===== src/rtl/fault_pkg.sv =====
// Shared types and helpers for the fault mask generator.
//   fault_mode_e  : how the selected bit/bus is corrupted
//   LFSR_POLY     : Galois feedback taps of the 32-bit selection LFSR
//   LFSR_SEED_DEF : reset value and replacement for an all-zero seed
//   lfsr_next()   : one right-shifting Galois step
package fault_pkg;

  typedef enum logic [1:0] {
    FM_FLIP = 2'd0,
    FM_SA0  = 2'd1,
    FM_SA1  = 2'd2,
    FM_WORD = 2'd3
  } fault_mode_e;

  localparam logic [31:0] LFSR_POLY     = 32'h8020_0003;
  localparam logic [31:0] LFSR_SEED_DEF = 32'h0000_0001;

  function automatic logic [31:0] lfsr_next(input logic [31:0] s);
    logic [31:0] r;
    r = {1'b0, s[31:1]};
    if (s[0]) begin
      r = r ^ LFSR_POLY;
    end else begin
      r = r;
    end
    return r;
  endfunction

endpackage


===== src/rtl/fault_mask_gen_if.sv =====
// Bus and telemetry bundle of the fault mask generator.
//   sig_in/sig_out : NUM_CH buses of WIDTH bits, channel c at [c*WIDTH +: WIDTH]
//   fault_active   : a fault mask is applied
//   fault_start    : first cycle of a fault
//   fault_ch/bit   : channel and bit of the current or last fault
//   fault_count    : saturating number of faults injected since reset
// master = environment side, slave = injector side.
interface fault_mask_gen_if #(
  parameter int NUM_CH = 4,
  parameter int WIDTH  = 32,
  parameter int CNT_W  = 16,
  parameter int CH_W   = (NUM_CH > 1) ? $clog2(NUM_CH) : 1
);
  logic [NUM_CH*WIDTH-1:0] sig_in;
  logic [NUM_CH*WIDTH-1:0] sig_out;
  logic                    fault_active;
  logic                    fault_start;
  logic [CH_W-1:0]         fault_ch;
  logic [4:0]              fault_bit;
  logic [CNT_W-1:0]        fault_count;

  modport master (
    output sig_in,
    input  sig_out, fault_active, fault_start, fault_ch, fault_bit, fault_count
  );

  modport slave (
    input  sig_in,
    output sig_out, fault_active, fault_start, fault_ch, fault_bit, fault_count
  );
endinterface


===== src/rtl/fi_lfsr.sv =====
// 32-bit Galois LFSR used to pick fault channel, bit and WORD value.
//   clk, rst_n : clock, async active-low reset (state -> LFSR_SEED_DEF)
//   en         : advance one step this cycle
//   load       : load seed (wins over en); a zero seed becomes LFSR_SEED_DEF
//   seed       : value for load
//   state      : current LFSR register
module fi_lfsr
  import fault_pkg::*;
(
  input  logic        clk,
  input  logic        rst_n,
  input  logic        en,
  input  logic        load,
  input  logic [31:0] seed,
  output logic [31:0] state
);

  logic [31:0] state_d;
  logic [31:0] state_q;

  // Next LFSR value: load beats advance; an all-zero state would lock up
  always_comb begin
    state_d = state_q;
    if (load) begin
      state_d = (seed == 32'h0000_0000) ? LFSR_SEED_DEF : seed;
    end else if (en) begin
      state_d = lfsr_next(state_q);
    end else begin
      state_d = state_q;
    end
  end

  // LFSR register
  always_ff @(posedge clk or negedge rst_n) begin
    if (!rst_n) begin
      state_q <= LFSR_SEED_DEF;
    end else begin
      state_q <= state_d;
    end
  end

  assign state = state_q;

endmodule


===== src/rtl/fault_mask_gen.sv =====
// Inline transient-fault injector: sig_out = sig_in with a registered mask
// applied to one channel. An IDLE/COUNT/INJECT sequencer waits cfg_interval
// fault-free cycles, then holds a fault for max(cfg_duration,1) cycles.
//   clk, rst_n        : clock, async active-low reset
//   enable            : arm the injector; low returns to IDLE and clears the mask
//   cfg_mode          : fault_mode_e, latched at fault start
//   cfg_interval      : fault-free cycles between faults (0 = never)
//   cfg_duration      : cycles per fault (0 behaves as 1), latched at fault start
//   seed_load/cfg_seed: reload the selection LFSR
//   bus               : slave side of fault_mask_gen_if (buses + telemetry)
module fault_mask_gen
  import fault_pkg::*;
#(
  parameter int NUM_CH = 4,
  parameter int WIDTH  = 32,
  parameter int POLICY = 0,
  parameter int CNT_W  = 16
) (
  input  logic             clk,
  input  logic             rst_n,
  input  logic             enable,
  input  logic [1:0]       cfg_mode,
  input  logic [CNT_W-1:0] cfg_interval,
  input  logic [CNT_W-1:0] cfg_duration,
  input  logic             seed_load,
  input  logic [31:0]      cfg_seed,
  fault_mask_gen_if.slave  bus
);

  localparam int CH_W = (NUM_CH > 1) ? $clog2(NUM_CH) : 1;
  localparam logic [1:0] ST_IDLE   = 2'd0;
  localparam logic [1:0] ST_COUNT  = 2'd1;
  localparam logic [1:0] ST_INJECT = 2'd2;
  localparam logic [CNT_W-1:0] CNT_ZERO = {CNT_W{1'b0}};
  localparam logic [CNT_W-1:0] CNT_ONE  = CNT_W'(1);
  localparam logic [CH_W-1:0]  CH_ZERO  = {CH_W{1'b0}};
  localparam logic [CH_W-1:0]  CH_LAST  = CH_W'(NUM_CH - 1);

  logic [31:0]      lfsr_s;
  logic [CH_W-1:0]  ch_pick_s;
  logic [4:0]       bit_pick_s;
  logic [1:0]       state_d, state_q;
  logic [CNT_W-1:0] cnt_d, cnt_q;
  logic [CNT_W-1:0] dcnt_d, dcnt_q;
  logic [CNT_W-1:0] dlast_d, dlast_q;
  logic [CH_W-1:0]  ch_d, ch_q;
  logic [CH_W-1:0]  rr_d, rr_q;
  logic [4:0]       bit_d, bit_q;
  fault_mode_e      mode_d, mode_q;
  logic [WIDTH-1:0] val_d, val_q;
  logic             start_d, start_q;
  logic             active_d, active_q;
  logic [CNT_W-1:0] count_d, count_q;

  fi_lfsr u_lfsr (
    .clk   (clk),
    .rst_n (rst_n),
    .en    (enable),
    .load  (seed_load),
    .seed  (cfg_seed),
    .state (lfsr_s)
  );

  // Fault target selection from the current LFSR value or the round-robin pointer
  always_comb begin
    if (POLICY == 1) begin
      ch_pick_s = rr_q;
    end else begin
      ch_pick_s = CH_W'(lfsr_s[15:0] % 16'(NUM_CH));
    end
    bit_pick_s = 5'(lfsr_s[31:16] % 16'(WIDTH));
  end

  // Sequencer: interval counting, fault start latching, duration counting
  always_comb begin
    state_d = state_q;
    cnt_d   = cnt_q;
    dcnt_d  = dcnt_q;
    dlast_d = dlast_q;
    ch_d    = ch_q;
    rr_d    = rr_q;
    bit_d   = bit_q;
    mode_d  = mode_q;
    val_d   = val_q;
    start_d = 1'b0;
    count_d = count_q;
    if (!enable) begin
      state_d = ST_IDLE;
    end else begin
      case (state_q)
        ST_IDLE: begin
          state_d = ST_COUNT;
          cnt_d   = CNT_ZERO;
        end
        ST_COUNT: begin
          if ((cfg_interval != CNT_ZERO) && (cnt_q == cfg_interval - CNT_ONE)) begin
            state_d = ST_INJECT;
            dcnt_d  = CNT_ZERO;
            // duration 0 behaves as 1, so the last dcnt value is 0 in both cases
            dlast_d = (cfg_duration == CNT_ZERO) ? CNT_ZERO : cfg_duration - CNT_ONE;
            ch_d    = ch_pick_s;
            rr_d    = (rr_q == CH_LAST) ? CH_ZERO : rr_q + CH_W'(1);
            mode_d  = fault_mode_e'(cfg_mode);
            bit_d   = (cfg_mode == FM_WORD) ? 5'd0 : bit_pick_s;
            val_d   = lfsr_s[WIDTH-1:0];
            start_d = 1'b1;
            count_d = (&count_q) ? count_q : count_q + CNT_ONE;
          end else begin
            cnt_d = cnt_q + CNT_ONE;
          end
        end
        ST_INJECT: begin
          if (dcnt_q == dlast_q) begin
            state_d = ST_COUNT;
            cnt_d   = CNT_ZERO;
          end else begin
            dcnt_d = dcnt_q + CNT_ONE;
          end
        end
        default: begin
          state_d = ST_IDLE;
        end
      endcase
    end
    active_d = (state_d == ST_INJECT);
  end

  // Sequencer and fault descriptor registers
  always_ff @(posedge clk or negedge rst_n) begin
    if (!rst_n) begin
      state_q  <= ST_IDLE;
      cnt_q    <= CNT_ZERO;
      dcnt_q   <= CNT_ZERO;
      dlast_q  <= CNT_ZERO;
      ch_q     <= CH_ZERO;
      rr_q     <= CH_ZERO;
      bit_q    <= 5'd0;
      mode_q   <= FM_FLIP;
      val_q    <= {WIDTH{1'b0}};
      start_q  <= 1'b0;
      active_q <= 1'b0;
      count_q  <= CNT_ZERO;
    end else begin
      state_q  <= state_d;
      cnt_q    <= cnt_d;
      dcnt_q   <= dcnt_d;
      dlast_q  <= dlast_d;
      ch_q     <= ch_d;
      rr_q     <= rr_d;
      bit_q    <= bit_d;
      mode_q   <= mode_d;
      val_q    <= val_d;
      start_q  <= start_d;
      active_q <= active_d;
      count_q  <= count_d;
    end
  end

  logic [NUM_CH*WIDTH-1:0] sig_out_s;

  for (genvar c = 0; c < NUM_CH; c++) begin : g_ch
    logic [WIDTH-1:0] in_w;
    logic [WIDTH-1:0] out_w;
    logic [WIDTH-1:0] onehot_w;

    // Per-channel mask: only the latched channel is touched, and only while active
    always_comb begin
      in_w     = bus.sig_in[c*WIDTH +: WIDTH];
      onehot_w = {WIDTH{1'b0}};
      onehot_w[bit_q] = 1'b1;
      out_w    = in_w;
      if (active_q && (ch_q == CH_W'(c))) begin
        case (mode_q)
          FM_FLIP: out_w = in_w ^ onehot_w;
          FM_SA0:  out_w = in_w & ~onehot_w;
          FM_SA1:  out_w = in_w | onehot_w;
          FM_WORD: out_w = val_q;
          default: out_w = in_w;
        endcase
      end else begin
        out_w = in_w;
      end
    end

    assign sig_out_s[c*WIDTH +: WIDTH] = out_w;
  end

  assign bus.sig_out      = sig_out_s;
  assign bus.fault_active = active_q;
  assign bus.fault_start  = start_q;
  assign bus.fault_ch     = ch_q;
  assign bus.fault_bit    = bit_q;
  assign bus.fault_count  = count_q;

endmodule


===== src/flat_wrapper.sv =====
// flat-port wrapper written by rule: the top's interface ports become plain ports
module fault_mask_gen_flat import fault_pkg::*;
#(
  parameter int NUM_CH = 4,
  parameter int WIDTH  = 32,
  parameter int POLICY = 0,
  parameter int CNT_W  = 16
)
  (clk, rst_n, enable, cfg_mode, cfg_interval, cfg_duration, seed_load, cfg_seed, bus_sig_in, bus_sig_out, bus_fault_active, bus_fault_start, bus_fault_ch, bus_fault_bit, bus_fault_count);
  fault_mask_gen_if #(.NUM_CH(NUM_CH), .WIDTH(WIDTH), .CNT_W(CNT_W)) bus_i ();
  input  logic clk;
  input  logic rst_n;
  input  logic enable;
  input  logic [1:0] cfg_mode;
  input  logic [CNT_W-1:0] cfg_interval;
  input  logic [CNT_W-1:0] cfg_duration;
  input  logic seed_load;
  input  logic [31:0] cfg_seed;
  input wire logic [$bits(bus_i.sig_in)-1:0] bus_sig_in;
  output wire logic [$bits(bus_i.sig_out)-1:0] bus_sig_out;
  output wire logic [$bits(bus_i.fault_active)-1:0] bus_fault_active;
  output wire logic [$bits(bus_i.fault_start)-1:0] bus_fault_start;
  output wire logic [$bits(bus_i.fault_ch)-1:0] bus_fault_ch;
  output wire logic [$bits(bus_i.fault_bit)-1:0] bus_fault_bit;
  output wire logic [$bits(bus_i.fault_count)-1:0] bus_fault_count;
  assign bus_i.sig_in = bus_sig_in;
  assign bus_sig_out = bus_i.sig_out;
  assign bus_fault_active = bus_i.fault_active;
  assign bus_fault_start = bus_i.fault_start;
  assign bus_fault_ch = bus_i.fault_ch;
  assign bus_fault_bit = bus_i.fault_bit;
  assign bus_fault_count = bus_i.fault_count;
  fault_mask_gen #(.NUM_CH(NUM_CH), .WIDTH(WIDTH), .POLICY(POLICY), .CNT_W(CNT_W)) u_core (.clk(clk), .rst_n(rst_n), .enable(enable), .cfg_mode(cfg_mode), .cfg_interval(cfg_interval), .cfg_duration(cfg_duration), .seed_load(seed_load), .cfg_seed(cfg_seed), .bus(bus_i));
endmodule

===== config.mk =====
export PLATFORM = sky130hd
export DESIGN_NAME = fault_mask_gen_flat
export DESIGN_NICKNAME = d
export VERILOG_FILES = /design/src/rtl/fault_pkg.sv /design/src/rtl/fault_mask_gen_if.sv /design/src/rtl/fi_lfsr.sv /design/src/rtl/fault_mask_gen.sv /design/src/flat_wrapper.sv
export SDC_FILE = /design/constraint.sdc
export NUM_CORES = 1
export LEC_CHECK = 0
export BUFFER_PORTS_ARGS = -buffer_cell sky130_fd_sc_hd__buf_2
export CAP_MARGIN = 20
export CORE_ASPECT_RATIO = 0.6
export CORE_MARGIN = 4
export CORE_UTILIZATION = 40
export DETAILED_ROUTE_END_ITERATION = 16
export PLACE_DENSITY = 0.63
export SETUP_SLACK_MARGIN = 0.5
export SYNTH_ARGS = -nofsm -noshare
export SYNTH_HDL_FRONTEND = slang
export SYNTH_HIERARCHICAL = 1
export SYNTH_SLANG_ARGS = --single-unit
export TNS_END_PERCENT = 20

===== constraint.sdc =====
create_clock -name clk -period 3.2 [get_ports clk]
set_input_delay 0.16 -clock clk [delete_from_list [all_inputs] [get_ports clk]]
set_output_delay 0.16 -clock clk [all_outputs]
set_load 0.1 [all_outputs]

==> summary.md <==
| Metric | Value |
|---|---|
| Grt ovf | 0 |
| Yosys warnings | 6 |
| TritonCTS clock tree | yes |
| Clock share of power | 35.0% |
| Number of max-cap violations | 0 |
| CTS max path bufs | 2 |
| Final Cell Area | 0.0234 mm^2 |
| Switching power | 2.14 mW |
| Number of global-route vias before repair | 14500 |
| CTS clk-pin slew, worst paths | 70 ps |
| Synth-to-layout area growth | 43.4% |
| H-Tree Level Count | 4 |
| GRT busiest layer | met2 |
| Cell Int Power | 3.84 mW |
| Post-synth top flop | dfrtp_1 |
| Proportion of synthesized chip area in sequential cells | 21.3% |
| Commonest non-fill, non-tap cell in the layout | inv_1 |
| R2R cell count | 9 |
| Hpwl dp | 40.3 mm |
| RSZ-0062 raised after global routing | true |
| Most frequent cells in the layout | inv_1, nand2_1, buf_2 |
| Peak supply drop | 0.384 mV |
| Post-synth top area share | 21.1% |
| IO Count | 351 |
| Top post-synthesis cells by area | dfrtp_1, ha_1, mux4_2 |
| Reg2reg end | u_core/cnt_q[7]$_DFFE_PN0P_ |
| Die width | 269 um |
| Req. time, crit path | 3040 ps |
| Routed WL | 56.7 mm |
| Leakage | 11.2 nW |
| Drt pass-1 iters | 5 |
| Synth cell types | 62 |
| DR vias | 14600 |
| Buffers on Ports | 350 |
| Largest net degree at the start of global routing | 101 |
| Grt met3 use | 3.68% |
| Hold_sp | cfg_seed[19] |
| Core Region | 0.0404 mm^2 |
| FF-to-FF setup slack | 480 ps |
| Post-DR vias/cell | 5.45 |
| # nets final | 2593 |
| Worst rel slew slack | 35.8% |
| Final non-filler cell total | 2681 |
| Design Power | 5.97 mW |
| Status | completed |
| Mapped Area | 0.0163 mm^2 |
| Initial core utilization | 40.5% |
| Post-DP Area | 0.0192 mm^2 |
| Seq pwr share | 31.5% |
| Fmax | 332 MHz |
| Final number of setup-violating endpoints | 0 |
| Reg-to-Reg Start | u_core/dcnt_q[2]$_DFFE_PN0P_ |
| Die Area | 0.0442 mm^2 |
| Met2 Use GR | 36.8% |
| Complex-gate fraction of the synthesized area | 6.25% |
| Worst-margin pin slew | 962 ps |
| Mux contribution to synthesized area | 26.5% |
| Worst EP arrival | 2850 ps |
| CP endpoint | bus_sig_out[45] |
| Post-DR wirelength/cell | 21.1 um |
| Worst setup EP type | output pin |
| Simple-gate share of the synthesized area | 13.5% |
| Mean post-synth cell area | 9.47 um^2 |
| Largest family of logic cells by synthesized area | multiplexers |
| WHS | 50.8 ps |
| GRT Resource Usage Total | 24.3% |
| Max Fanout on Critical Path | 8 |
| Min-Delay Path Class | in -> reg |
| Tcrit/Tclk final | 94.0% |
| Adder-cell share of the synthesized area | 20.4% |
| Synthesized net count | 2189 |
| Hold Violations, Final | 0 |
| Post-Synthesis Cells | 1725 |
| Placer congestion estimate | 0.862 |
| Num CTS Buffers | 17 |
| Initial antenna violation count | 9 |
| Setup skew after layout | 14.5 ps |
| Placed insts | 2562 |
| First-pass GRT wire length | 83.1 mm |
| Clk root buf | clkbuf_16 |
| Switch share | 35.8% |
| Post-synth top area cell | dfrtp_1 |
| Die Height | 165 um |
| Post-route DRC | 0 |
| Ys async rst share | 100% |
| Slew Limit Fails | 0 |
| Standard-cell rows | 57 |
| Fillers | 3287 |
| Layout cells sized above 1 | 42.1% |
| Tmin final | 3010 ps |
| Startpoint types | register |
| Post-synth EDFFs | 0 |
| CP Class | reg -> out |
| Post-Synth XOR/XNOR Area | 3.27% |
| CP startpoint | u_core/bus.fault_bit[4]$_DFFE_PN0P_ |
| Post-DRT Antenna Nets | 0 |
| Clk_lat worst skew | 430 ps |
| Clock Sinks | 139 |
| Synthesized flop and latch total | 139 |
| Pwr per Cell Area | 255 mW/mm^2 |
| DRT iter0 DRCs | 1286 |
| Comb pwr share | 33.5% |
| M1 GR Usage | 36.0% |
## cell usage after synthesis, drive strengths merged, types with 26 or more instances
| library cell | instances |
|---|---|
| ha | 266 |
| nand3 | 36 |
| inv | 269 |
| dfrtp | 138 |
| mux2 | 100 |
| clkbuf | 50 |
| buf | 43 |
| xnor2 | 35 |
| mux4 | 128 |
| nand2 | 275 |
| xor2 | 26 |
| mux2i | 32 |
| o21ai | 109 |
## how the worst min path moves through the flow
stage | end | slack, ps | cells past startpoint
after global routing | u_core/u_lfsr/state[19]$_DFFE_PN0P_ | 50 | 3
after global placement | u_core/u_lfsr/state[12]$_DFFE_PN0P_ | 340 | 1
after detailed placement | u_core/u_lfsr/state[12]$_DFFE_PN0P_ | 350 | 1
final | u_core/u_lfsr/state[19]$_DFFE_PN0P_ | 50 | 3
after floorplan | u_core/bus.fault_active$_DFF_PN0_ | -140 | 0
after CTS | u_core/u_lfsr/state[19]$_DFFE_PN0P_ | 2 | 3
## per-layer routing
| metal | vias up | routed length, um | part of all wire, % |
|---|---|---|---|
| li1 | 6777 | - | - |
| met1 | 7160 | 26200 | 46 |
| met2 | 587 | 25300 | 45 |
| met3 | 94 | 3710 | 6.5 |
| met4 | 0 | 1470 | 2.6 |
| met5 | - | 0 | 0 |
## cell type report
cell class | count | area, um^2 | share of cell area, %
Antenna cell | 8 | 20.0 | 0.0855
Timing Repair Buffer | 477 | 4320 | 18.4
Sequential cell | 139 | 3500 | 15.0
Inverter | 269 | 1030 | 4.39
Clock inverter | 13 | 180 | 0.769
Clock buffer | 19 | 433 | 1.85
Multi-Input combinational cell | 1225 | 13300 | 56.7
Tap cell | 531 | 664 | 2.84
## logic make-up after synthesis
family,after synthesis
and+or+nand+nor,464
buffers and inverters,362
adders and majority gates,267
muxes,260
AOI/OAI and AO/OA,172
DFF,139
xor gates and xnor gates,61
## state kept, by name, indices dropped and copies added, names as in the netlist, 2 cells and up
register and count:
u_core/u_lfsr/state 32, u_core/bus.fault_bit 5, u_core/mode_q 2, u_core/val_q 31, u_core/dlast_q 16, u_core/state_q 2
u_core/bus.fault_count 16, u_core/dcnt_q 16, u_core/cnt_q 16
## worst max-delay path, stage by stage (launching register included)
cell     delay, ps
dfrtp_4        490
buf_12         160
and3b_2        360
buf_12         140
nand2_8         80
ha_4           240
mux4_2         470
mux2_4         300
buf_12         170
## what timing repair did
item / in CTS / in global routing
endpoints found under the hold margin: 129 / 0
setup endpoints to repair: 213 / 233
resized for setup: 461 / 146
pin swaps: 17 / 15
setup buffers: 32 / 14
cloned: 0 / 1
hold buffers: 32 / 0
## power groups by stage
| stage | Combinational (mW) | Clock (mW) | Sequential, mW |
|---|---|---|---|
| 4_1_cts | 1.90 | 2.14 | 1.88 |
| 2_1_floorplan | 1.20 | 0 | 1.88 |
| 3_3_place_gp | 1.60 | 0 | 1.91 |
| 5_1_grt | 2.13 | 2.21 | 1.89 |
| 3_5_place_dp | 1.64 | 0 | 1.91 |
| 6_report | 2.00 | 2.09 | 1.88 |
## per-stage QoR
stage / TNS, ps / setup WS (ps) / util, %
2_1_floorplan: 0 / 306 / -
3_3_place_gp: -1670 / -118 / 47.7
3_5_place_dp: -3510 / -170 / 47.7
4_1_cts: 0 / 230 / 55.8
5_1_grt: 0 / 139 / 58.0
6_report: 0 / 191 / 58.0
No activity file was read; power rests on OpenSTA's default activity.
